--- config.mk ---
export PLATFORM = sky130hd
export DESIGN_NAME = uart_tx
export DESIGN_NICKNAME = d
export VERILOG_FILES = /design/src/rtl/uart_pkg.sv /design/src/rtl/uart_tx.sv
export SDC_FILE = /design/constraint.sdc
export NUM_CORES = 1
export LEC_CHECK = 0
export ABC_AREA = 1
export BUFFER_PORTS_ARGS = -buffer_cell sky130_fd_sc_hd__buf_4
export CAP_MARGIN = 20
export CORE_ASPECT_RATIO = 1.75
export CORE_MARGIN = 2
export CORE_UTILIZATION = 49
export CTS_CLUSTER_DIAMETER = 40
export CTS_CLUSTER_SIZE = 40
export DETAILED_ROUTE_END_ITERATION = 8
export PLACE_DENSITY = 0.78
export SETUP_SLACK_MARGIN = 0.4
export SYNTH_ARGS = -nofsm -noshare
export SYNTH_HDL_FRONTEND = slang
export SYNTH_SLANG_ARGS = --single-unit
--- constraint.sdc ---
create_clock -name clk -period 1.4 [get_ports clk]
set_input_delay 0.07 -clock clk [delete_from_list [all_inputs] [get_ports clk]]
set_output_delay 0.07 -clock clk [all_outputs]
set_load 0.005 [all_outputs]
--- src/rtl/uart_pkg.sv ---
// Shared UART definitions: frame state encoding and parity helper.
// Used by both the transmitter and the receiver so state dumps decode the same way.
package uart_pkg;

    localparam logic [2:0] IDLE   = 3'd0;
    localparam logic [2:0] START  = 3'd1;
    localparam logic [2:0] DATA   = 3'd2;
    localparam logic [2:0] PARITY = 3'd3;
    localparam logic [2:0] STOP   = 3'd4;

    function automatic logic parity_of(input logic [7:0] d, input logic odd);
        return (^d) ^ odd;
    endfunction

endpackage

--- src/rtl/uart_tx.sv ---
// UART transmitter, 8 data bits LSB first, optional parity, 1 or 2 stop bits; 1-byte holding register.
// Latency: frame starts on the first baud_tick after accept; tx_ready drops while the holding register is full.
module uart_tx
    import uart_pkg::*;
#(
    parameter int PARITY_EN  = 0,
    parameter int PARITY_ODD = 0,
    parameter int STOP_BITS  = 1
) (
    input  logic       clk,
    input  logic       rst,
    input  logic       baud_tick,
    input  logic [7:0] tx_data,
    input  logic       tx_valid,
    output logic       tx_ready,
    output logic       tx_line,
    output logic       tx_busy,
    output logic       tx_done
);

    localparam logic ODD       = (PARITY_ODD != 0);
    localparam logic USE_PAR   = (PARITY_EN != 0);
    localparam logic LAST_STOP = (STOP_BITS == 2);

    logic [2:0] state;
    logic [2:0] bit_cnt;
    logic       stop_cnt;
    logic [7:0] shreg;
    logic [7:0] hold_reg;
    logic       hold_full;

    assign tx_ready = !hold_full;
    assign tx_busy  = (state != IDLE);

    always_ff @(posedge clk) begin
        if (rst) begin
            state     <= IDLE;
            bit_cnt   <= 3'd0;
            stop_cnt  <= 1'b0;
            shreg     <= 8'd0;
            hold_reg  <= 8'd0;
            hold_full <= 1'b0;
            tx_line   <= 1'b1;
            tx_done   <= 1'b0;
        end else begin
            tx_done <= 1'b0;

            // Accept and load never coincide: accept needs the holding register empty, load needs it full.
            if (tx_valid && !hold_full) begin
                hold_reg  <= tx_data;
                hold_full <= 1'b1;
            end

            if (baud_tick) begin
                case (state)
                    IDLE: begin
                        tx_line <= 1'b1;
                        if (hold_full) begin
                            shreg     <= hold_reg;
                            hold_full <= 1'b0;
                            tx_line   <= 1'b0;
                            state     <= START;
                        end
                    end
                    START: begin
                        tx_line <= shreg[0];
                        bit_cnt <= 3'd0;
                        state   <= DATA;
                    end
                    DATA: begin
                        if (bit_cnt == 3'd7) begin
                            bit_cnt  <= 3'd0;
                            stop_cnt <= 1'b0;
                            if (USE_PAR) begin
                                tx_line <= parity_of(shreg, ODD);
                                state   <= PARITY;
                            end else begin
                                tx_line <= 1'b1;
                                state   <= STOP;
                            end
                        end else begin
                            bit_cnt <= bit_cnt + 3'd1;
                            tx_line <= shreg[bit_cnt + 3'd1];
                        end
                    end
                    PARITY: begin
                        tx_line  <= 1'b1;
                        stop_cnt <= 1'b0;
                        state    <= STOP;
                    end
                    STOP: begin
                        if (stop_cnt == LAST_STOP) begin
                            tx_done  <= 1'b1;
                            stop_cnt <= 1'b0;
                            // A pending byte starts immediately, with no idle bit between frames.
                            if (hold_full) begin
                                shreg     <= hold_reg;
                                hold_full <= 1'b0;
                                tx_line   <= 1'b0;
                                state     <= START;
                            end else begin
                                tx_line <= 1'b1;
                                state   <= IDLE;
                            end
                        end else begin
                            stop_cnt <= 1'b1;
                        end
                    end
                    default: begin
                        tx_line <= 1'b1;
                        state   <= IDLE;
                    end
                endcase
            end
        end
    end

endmodule

==> key figures, run 1 <==
Status
  – Status: finished clean

Floorplanning
  – Die Area: 2685 um2
  – I/O pins: 16
  – Die Ht: about 67 um
  – Row count: 22
  – Die X: around 40 um
  – Initial core utilization: between 50% and 60%
  – Core Footprint: roughly 2100 um2

Min path
  – Min-delay worst type: input port to register

Setup path
  – CP max FO: 4
  – Critical Path AT: roughly 1.4 ns
  – Crit end category: register
  – CP startpoint kind: register
  – Crit path kind: register to register
  – CP required: roughly 1.6 ns

Timing
  – Fin Hold WS: between 0.0005 and 0.0006 ns
  – Final Hold Viols: 0
  – Worst-Margin Slew: between 0.4 and 0.5 ns
  – Slew headroom: 68.70%
  – Fin. max-slew vios: 0
  – RSZ-0062 raised after global routing: yes
  – Skew final: 0.002068 ns
  – Crit share post-route: between 80% and 90%
  – Min cycle time layout: roughly 1.2 ns
  – Achievable Freq: between 0.8 and 0.9 GHz
  – Final setup violating endpoints: 0
  – Setup TNS: 0 ns

Cells and area
  – Share of post-route cells with drive strength above 1: between 20% and 30%
  – Layout Nets: 201
  – Antenna diodes: 0
  – FILL cells: roughly 170
  – Commonest non-fill, non-tap cell in the layout: nor2_1
  – Commonest cells after routing, fill and taps aside: nor2_1 (23), nand2_1 (21), inv_1 (20)
  – Area Overhead vs Synth: 35.39%

Yosys
  – Syn nets: ~170
  – FF+latch count, synth: 25
  – Synth cell types: 18
  – Avg Cell Area, Syn: approximately 7.2 um2
  – Area of the mapped netlist: 1114 um2
  – Yosys warnings: 0
  – Synth Instances: 155
  – Sequential area share after synthesis: 44.94%

Placed design
  – Hpwl dp: about 1.7 mm
  – I/O Buffers: 15
  – Gpl congestion: around 0.86

Clock network
  – Clock sinks: 25
  – Clock latency on the worst-skew pair: 0.31 ns
  – Longest Clk Path Bufs: 2
  – Root buf cell: clkbuf_4
  – Clock Pin Slew Worst Setup and Hold Paths: 0.13 ns
  – CTS tree: yes
  – CTS Buf Count: 3
  – # H-tree levels: 1

Flow run
  – Max cap viols: 0

Detailed routing
  – Initial DRC Count: approximately 50
  – Met3 WL: between 80 and 90 um
  – Drt first pass iters: 4
  – Routed length per instance: 12.80 um
  – Detail Route Antenna Nets: 0
  – Met2 WL: approximately 1.6 mm
  – Uppermost routed layer: met4
  – Routed vias/inst: approximately 5.3
  – Routed WL: 2.689 mm
  – M1 WL: about 960 um
  – Remaining DRCs: 0
  – Via count: 1109

GRT
  – Total gr overflow: 0
  – First-pass GRT wire length: about 4.3 mm
  – Vias in the first global route: ~1100
  – Initial antenna violation count: 0
  – Largest net degree at the start of global routing: 21
  – Total GRT Usage: a little under a quarter

Power
  – Lkg Pwr: 0.6399 nW
  – Maximum vdd drop: slightly above 0.0006 V
  – Pwr dens: about 910 nW/um2
-- worst paths after layout --
check | from | end | slack [ns] | cells past startpoint
max | bit_cnt[0] | tx_line | 0.18 | 7
min | tx_data[4] | hold_reg[4] | 0.0006 | 3
max reg2reg | bit_cnt[0] | tx_line | 0.18 | 7
min reg2reg | shreg[7] | shreg[7] | 0.46 | 2
-- critical path: stages, from the launching register on --
cell	delay (ns)
dfxtp_4	0.37
ha_4	0.16
ha_4	0.28
nand3_1	0.08
nand3_1	0.07
nand3_1	0.08
nand2_1	0.06
nand2_1	0.04
-- Yosys cell counts --
cell type,number,area (um2)
nand2_2,3,18.77
nand3_2,2,20.02
nand4_1,2,12.51
clkbuf_1,1,3.750
o211ai_1,1,7.510
dfxtp_1,25,500.5
ha_1,2,25.02
buf_1,1,3.750
nor2_1,25,93.84
nor2_2,1,6.260
a21oi_1,14,70.07
inv_2,1,3.750
nor2_4,1,11.26
o21ai_0,19,95.09
nand3_1,10,50.05
buf_6,2,22.52
inv_1,23,86.33
nand2_1,22,82.58
-- logic make-up after synthesis --
group | after synthesis | share of synthesized area, %
simple gates | 66 | 26.52
buf+inv | 28 | 10.79
fa+ha+maj | 2 | 2.247
compound gates | 34 | 15.51
flops | 25 | 44.94
-- layout make-up --
type / count / area [um2] / share of cell area (%)
Inverter: 24 / 95.09 / 6.307
Timing Repair Buffer: 29 / 244.0 / 16.18
Tap cell: 24 / 30.03 / 1.992
Sequential cell: 25 / 510.5 / 33.86
Clock buffer: 4 / 26.28 / 1.743
Multi-Input combinational cell: 104 / 601.8 / 39.92
-- timing repair --
item,in CTS,in global routing
setup buffers,3,1
setup endpoints to repair,21,26
hold buffers,9,0
cloned,1,1
pin swaps,3,2
hold endpoints to repair,13,0
gates resized for setup,11,15
-- power by group --
part           switching [mW]  leakage [nW]  internal, mW
sequential             0.0389         0.208         0.759
combinational           0.138         0.417         0.119
clock                   0.208        0.0150         0.111
total                   0.385         0.640         0.990
-- stage by stage --
stage                     setup slack (ns)  power (mW)  std cells  area (um2)  util [%]
after floorplan                     0.2264      0.9321        155        1154         -
after global placement              0.1975      0.9896        191        1274     60.09
after detailed placement            0.1634       1.001        191        1274     60.09
final                               0.1808       1.374        210        1508     71.13
after CTS                           0.1879       1.346        208        1445     68.18
after global routing                0.1131       1.437        210        1508     71.13
-- routing by layer --
| metal | up-vias | global-route usage [%] |
|---|---|---|
| met5 | - | 0 |
| met4 | 0 | 9.483 |
| met3 | 11 | 2.667 |
| met2 | 32 | 44.56 |
| met1 | 502 | 20.92 |
| li1 | 564 | - |
Note: power is estimated with default switching activity, not from simulation.
==> run 2: changes to the inputs <==
- CTS_BUF_LIST: not set -> sky130_fd_sc_hd__clkbuf_16
==> run 2 against run 1 <==
Net effect: routed wire length decreased by 2.5%; hold slack better by 0.0082 ns; utilization rose by 1.2 points; setup slack got worse by 0.036 ns; via count fell by 5.0%; total power increased by 22%; final cell count down 4.3%; sequential power about the same; fmax fell by 2.9%; largest power group unchanged; highest routed layer unchanged.
==> key figures, run 2 (synthesized netlist as in run 1, its figures left out) <==
Setup path
  – CP startpoint: state[0]
  – CP startpoint kind: register
  – CP max FO: 7
  – Crit end category: primary output
  – Crit path kind: register to primary output
  – Reg2reg path depth: 8
  – Critical Path AT: ~1.2 ns
  – CP required: about 1.3 ns
  – R2r startpoint: bit_cnt[0]

Clock network
  – # H-tree levels: 1
  – Clock sinks: 25
  – Root buf cell: clkbuf_16
  – Clock Pin Slew Worst Setup and Hold Paths: approximately 0.06 ns
  – CTS tree: yes
  – Clock latency on the worst-skew pair: between 0.2 and 0.3 ns
  – CTS Buf Count: 3
  – Longest Clk Path Bufs: 2

Timing
  – Crit share post-route: 89.68%
  – Final Hold Viols: 0
  – Fin Hold WS: 0.008755 ns
  – Achievable Freq: between 0.7 and 0.8 GHz
  – Skew final: 0.004781 ns
  – RSZ-0062 raised after global routing: yes
  – Min cycle time layout: between 1 and 1.5 ns
  – Setup TNS: 0 ns
  – Worst-Margin Slew: about 0.49 ns
  – Final setup violating endpoints: 0
  – Slew headroom: between 60% and 70%
  – Fin. max-slew vios: 0

Power
  – Switching share of power: between 20% and 30%
  – Int Power: ~1.3 mW
  – Maximum vdd drop: between 0.001 and 0.0015 V
  – Lkg Pwr: between 0.6 and 0.7 nW
  – Comb power frac: between 10% and 20%
  – Flop pwr share: a little under half
  – Sw Pwr: between 0.4 and 0.5 mW
  – Clock group share of total power: between 30% and 40%
  – Pwr dens: 1096 nW/um2

Placed design
  – Hpwl dp: roughly 1.7 mm
  – Placed Cells: 191
  – Gpl congestion: around 0.86
  – I/O Buffers: 15

Min path
  – Worst hold path cell count: 2
  – Min-delay worst type: input port to register
  – Worst Hold Launch: rst

Floorplanning
  – Initial core utilization: 52.54%
  – Die Area: about 2700 um2
  – Row count: 22
  – I/O pins: 16
  – Die X: between 40 and 50 um
  – Die Ht: approximately 67 um
  – Core Footprint: roughly 2100 um2

GRT
  – Largest net degree at the start of global routing: 21
  – First-pass GRT wire length: between 3 and 4 mm
  – Total gr overflow: 0
  – Vias in the first global route: 1008
  – Total GRT Usage: between 20 and 25%
  – Initial antenna violation count: 0

Cells and area
  – Final core utilization: between 70% and 80%
  – Share of post-route cells with drive strength above 1: ~34%
  – Commonest cells after routing, fill and taps aside: inv_1 (21), nor2_1 (21), nand2_1 (20)
  – Antenna diodes: 0
  – Finished Layout Cells: 201
  – Layout Nets: 192
  – Area Overhead vs Synth: 37.75%

Detailed routing
  – Uppermost routed layer: met4
  – Met2 WL: between 1.5 and 2 mm
  – Routed vias/inst: 5.244
  – Met3 WL: ~77 um
  – Routed length per instance: between 10 and 15 um
  – Routed WL: between 2 and 3 mm
  – Drt first pass iters: 4
  – M1 WL: about 970 um
  – Via count: ~1100
  – Remaining DRCs: 0
  – Detail Route Antenna Nets: 0
  – Initial DRC Count: 16

Status
  – Status: finished clean

Flow run
  – Max cap viols: 0
==> run 2: per-stage QoR <==
| step | power [mW] | area (um2) | worst slack (ns) |
|---|---|---|---|
| detailed placement | 1.001 | 1274 | 0.1634 |
| finish | 1.681 | 1534 | 0.1445 |
| floorplan | 0.9321 | 1154 | 0.2264 |
| global route | 1.752 | 1534 | 0.07601 |
| global placement | 0.9896 | 1274 | 0.1975 |
| CTS | 1.638 | 1410 | 0.1815 |
==> run 2: worst max-delay path, cell delays in order (launching register included) <==
cell,delay (ns)
dfxtp_2,0.38
nor2_4,0.31
nand2_1,0.09
buf_4,0.14
==> run 2: final cells by class <==
cell class	instances	area (um2)
tap	24	30.03
clock inverter	1	3.754
multi-input combinational	104	648.1
timing repair buffer	20	166.4
fill	165	585.6
inverter	24	95.09
clock buffer	3	75.07
sequential	25	515.5
==> run 2: power by group through the flow <==
stage,registers (mW),clock network [mW],logic (mW)
2_1_floorplan,0.801,0,0.131
3_3_place_gp,0.806,0,0.183
3_5_place_dp,0.809,0,0.192
4_1_cts,0.795,0.634,0.209
5_1_grt,0.800,0.664,0.288
6_report,0.796,0.628,0.258
==> run 2: path summary, 6_finish.rpt <==
check	endpoint	slack (ns)
setup / recovery	tx_busy	0.14
hold / removal	state[0]	0.009
setup reg to reg	tx_line	0.16
hold reg to reg	shreg[7]	0.45
==> run 2: what timing repair did <==
item                                    in CTS  in global routing
setup buffers                                3                  1
cloned                                       1                  1
hold buffers                                 0                  0
pin swaps                                    7                 13
endpoints found under the setup margin      19                 22
gates resized for setup                     12                 24
==> run 2: per-layer routing <==
layer  vias to the layer above  track usage [%]
li1                        543                -
met1                       481            18.62
met2                        23            41.13
met3                         7            4.333
met4                         0            12.50
met5                         -                0
==> run 3: changes to the inputs <==
- CORE_ASPECT_RATIO: 1.75 -> not set
- CORE_UTILIZATION: 49 -> 50
- PLACE_DENSITY: 0.78 -> 0.76
- clock period: 1.4 -> 1.55 ns (I/O delays scaled with it)
==> run 3 against run 2 <==
Net effect: setup slack gained 0.17 ns; via count is 0.76% lower; critical endpoint is now tx_line; combinational power shrank 16%; highest routed layer unchanged; final cell count rose by 2.0%; register-to-register slack better by 0.16 ns; global-route usage is 3.1 points lower; sequential share of layout area up 0.99 points; largest power group unchanged; routed wire length down 1.8%.
==> key figures, run 3 (synthesized netlist as in run 1, its figures left out) <==
Status
  – Status: finished clean

Min path
  – Min-delay worst type: input port to register
  – Worst hold path cell count: 2

Clock network
  – Root buf cell: clkbuf_16
  – Clock Pin Slew Worst Setup and Hold Paths: about 0.06 ns
  – Longest Clk Path Bufs: 2
  – CTS hold repair buffers: 0
  – CTS Buf Count: 3
  – CTS tree: yes
  – Clock latency on the worst-skew pair: between 0.2 and 0.3 ns
  – # H-tree levels: 1
  – Clock sinks: 25

Detailed routing
  – Routed WL: between 2 and 3 mm
  – Routed length per instance: approximately 13 um
  – Initial DRC Count: 16
  – Remaining DRCs: 0
  – Routed vias/inst: a little over 5
  – Drt first pass iters: 4
  – Detail Route Antenna Nets: 0
  – Via count: approximately 1000

Power
  – Maximum vdd drop: slightly below 0.0007 V
  – Lkg Pwr: ~0.66 nW
  – Power, Total: 1.510 mW
  – Pwr dens: 1013 nW/um2

Setup path
  – Crit-path max cell delay: 0.35 ns
  – CP max FO: 4
  – Critical Path AT: around 1.4 ns
  – Crit end category: register
  – Reg2reg path depth: 8
  – CP Cell Sequence: ha_4, ha_4, inv_4, nand3_2, nand3_2, nand3_2, nand2_1, nand2_1
  – Most frequent CP cell: nand3_2
  – Delay-heaviest family, CP: adder cells
  – CP startpoint kind: register
  – CP required: roughly 1.7 ns
  – CP Depth: 8
  – Slowest-stage cell, CP: dfxtp_4
  – Crit path kind: register to register
  – Worst Path Buf+Inv: 1

Timing
  – Setup TNS: 0 ns
  – Final setup violating endpoints: 0
  – Slew headroom: 67.64%
  – Final Hold Viols: 0
  – Fin. max-slew vios: 0
  – Achievable Freq: between 0.8 and 0.9 GHz
  – Worst-Margin Slew: ~0.48 ns
  – Skew final: 0.001492 ns
  – Min cycle time layout: 1.234 ns
  – RSZ-0062 raised after global routing: yes
  – Crit share post-route: approximately 80%

GRT
  – Vias in the first global route: 866
  – Initial antenna violation count: 0
  – First-pass GRT wire length: 3.581 mm
  – Total gr overflow: 0
  – Total GRT Usage: a little under a fifth
  – Largest net degree at the start of global routing: 21

Cells and area
  – Commonest cells after routing, fill and taps aside: nor2_1 (24), nand2_1 (22), inv_1 (20), buf_4 (20), dfxtp_1 (19)
  – Area Overhead vs Synth: 33.82%
  – Commonest non-fill, non-tap cell in the layout: nor2_1
  – Fin area: between 1000 and 1500 um2
  – Layout Nets: 192
  – Antenna diodes: 0
  – Final core utilization: approximately 70%
  – Share of post-route cells with drive strength above 1: between 30% and 40%

Floorplanning
  – I/O pins: 16
  – Die X: a little over 50 um
  – Row count: 17
  – Die Ht: a little over 50 um
  – Core Footprint: approximately 2100 um2
  – Initial core utilization: approximately half
  – Die Area: 2620 um2

Placed design
  – I/O Buffers: 15
  – Hpwl dp: roughly 1.5 mm
  – Gpl congestion: ~0.9
  – Dpl cell area: 1260 um2

Flow run
  – Max cap viols: 0
[run 3: path summary, 6_finish.rpt]
path         startpoint        to  slack (ns)
max          bit_cnt[0]   tx_line        0.32
max reg2reg  bit_cnt[0]   tx_line        0.32
min reg2reg    shreg[5]  shreg[5]        0.45
min                 rst  state[0]        0.02
[run 3: per-layer routing]
metal  GRT usage, %  wire (um)
met2          30.30       1290
met5              0          0
met4          8.559         92
met3          4.971        116
met1          22.78       1075
[run 3: per-stage QoR]
stage	instances	worst slack [ns]	hold slack [ns]
4_1_cts	199	0.3191	0.02503
3_5_place_dp	194	0.2729	0.2975
6_report	205	0.3156	0.01950
5_1_grt	205	0.2505	0.01451
2_1_floorplan	155	0.3762	0.1466
3_3_place_gp	194	0.3211	0.2966
[run 3: cell type report]
type	instances	area, um2
timing repair buffer	20	150.1
fill	162	658.1
inverter	24	95.09
sequential	25	515.5
clock inverter	1	5.005
clock buffer	3	75.07
tap	28	35.03
multi-input combinational	104	614.3
[run 3: timing repair]
| action | in CTS | in global routing |
|---|---|---|
| gates cloned | 0 | 2 |
| buffers inserted | 1 | 4 |
| pin swaps | 3 | 9 |
| endpoints found under the setup margin | 23 | 23 |
| resized for setup | 6 | 29 |
[run 3: report_power, final]
part | total, mW | internal [mW] | switching [mW]
Sequential | 0.719 | 0.684 | 0.0348
Clock | 0.575 | 0.348 | 0.227
Combinational | 0.216 | 0.0960 | 0.120
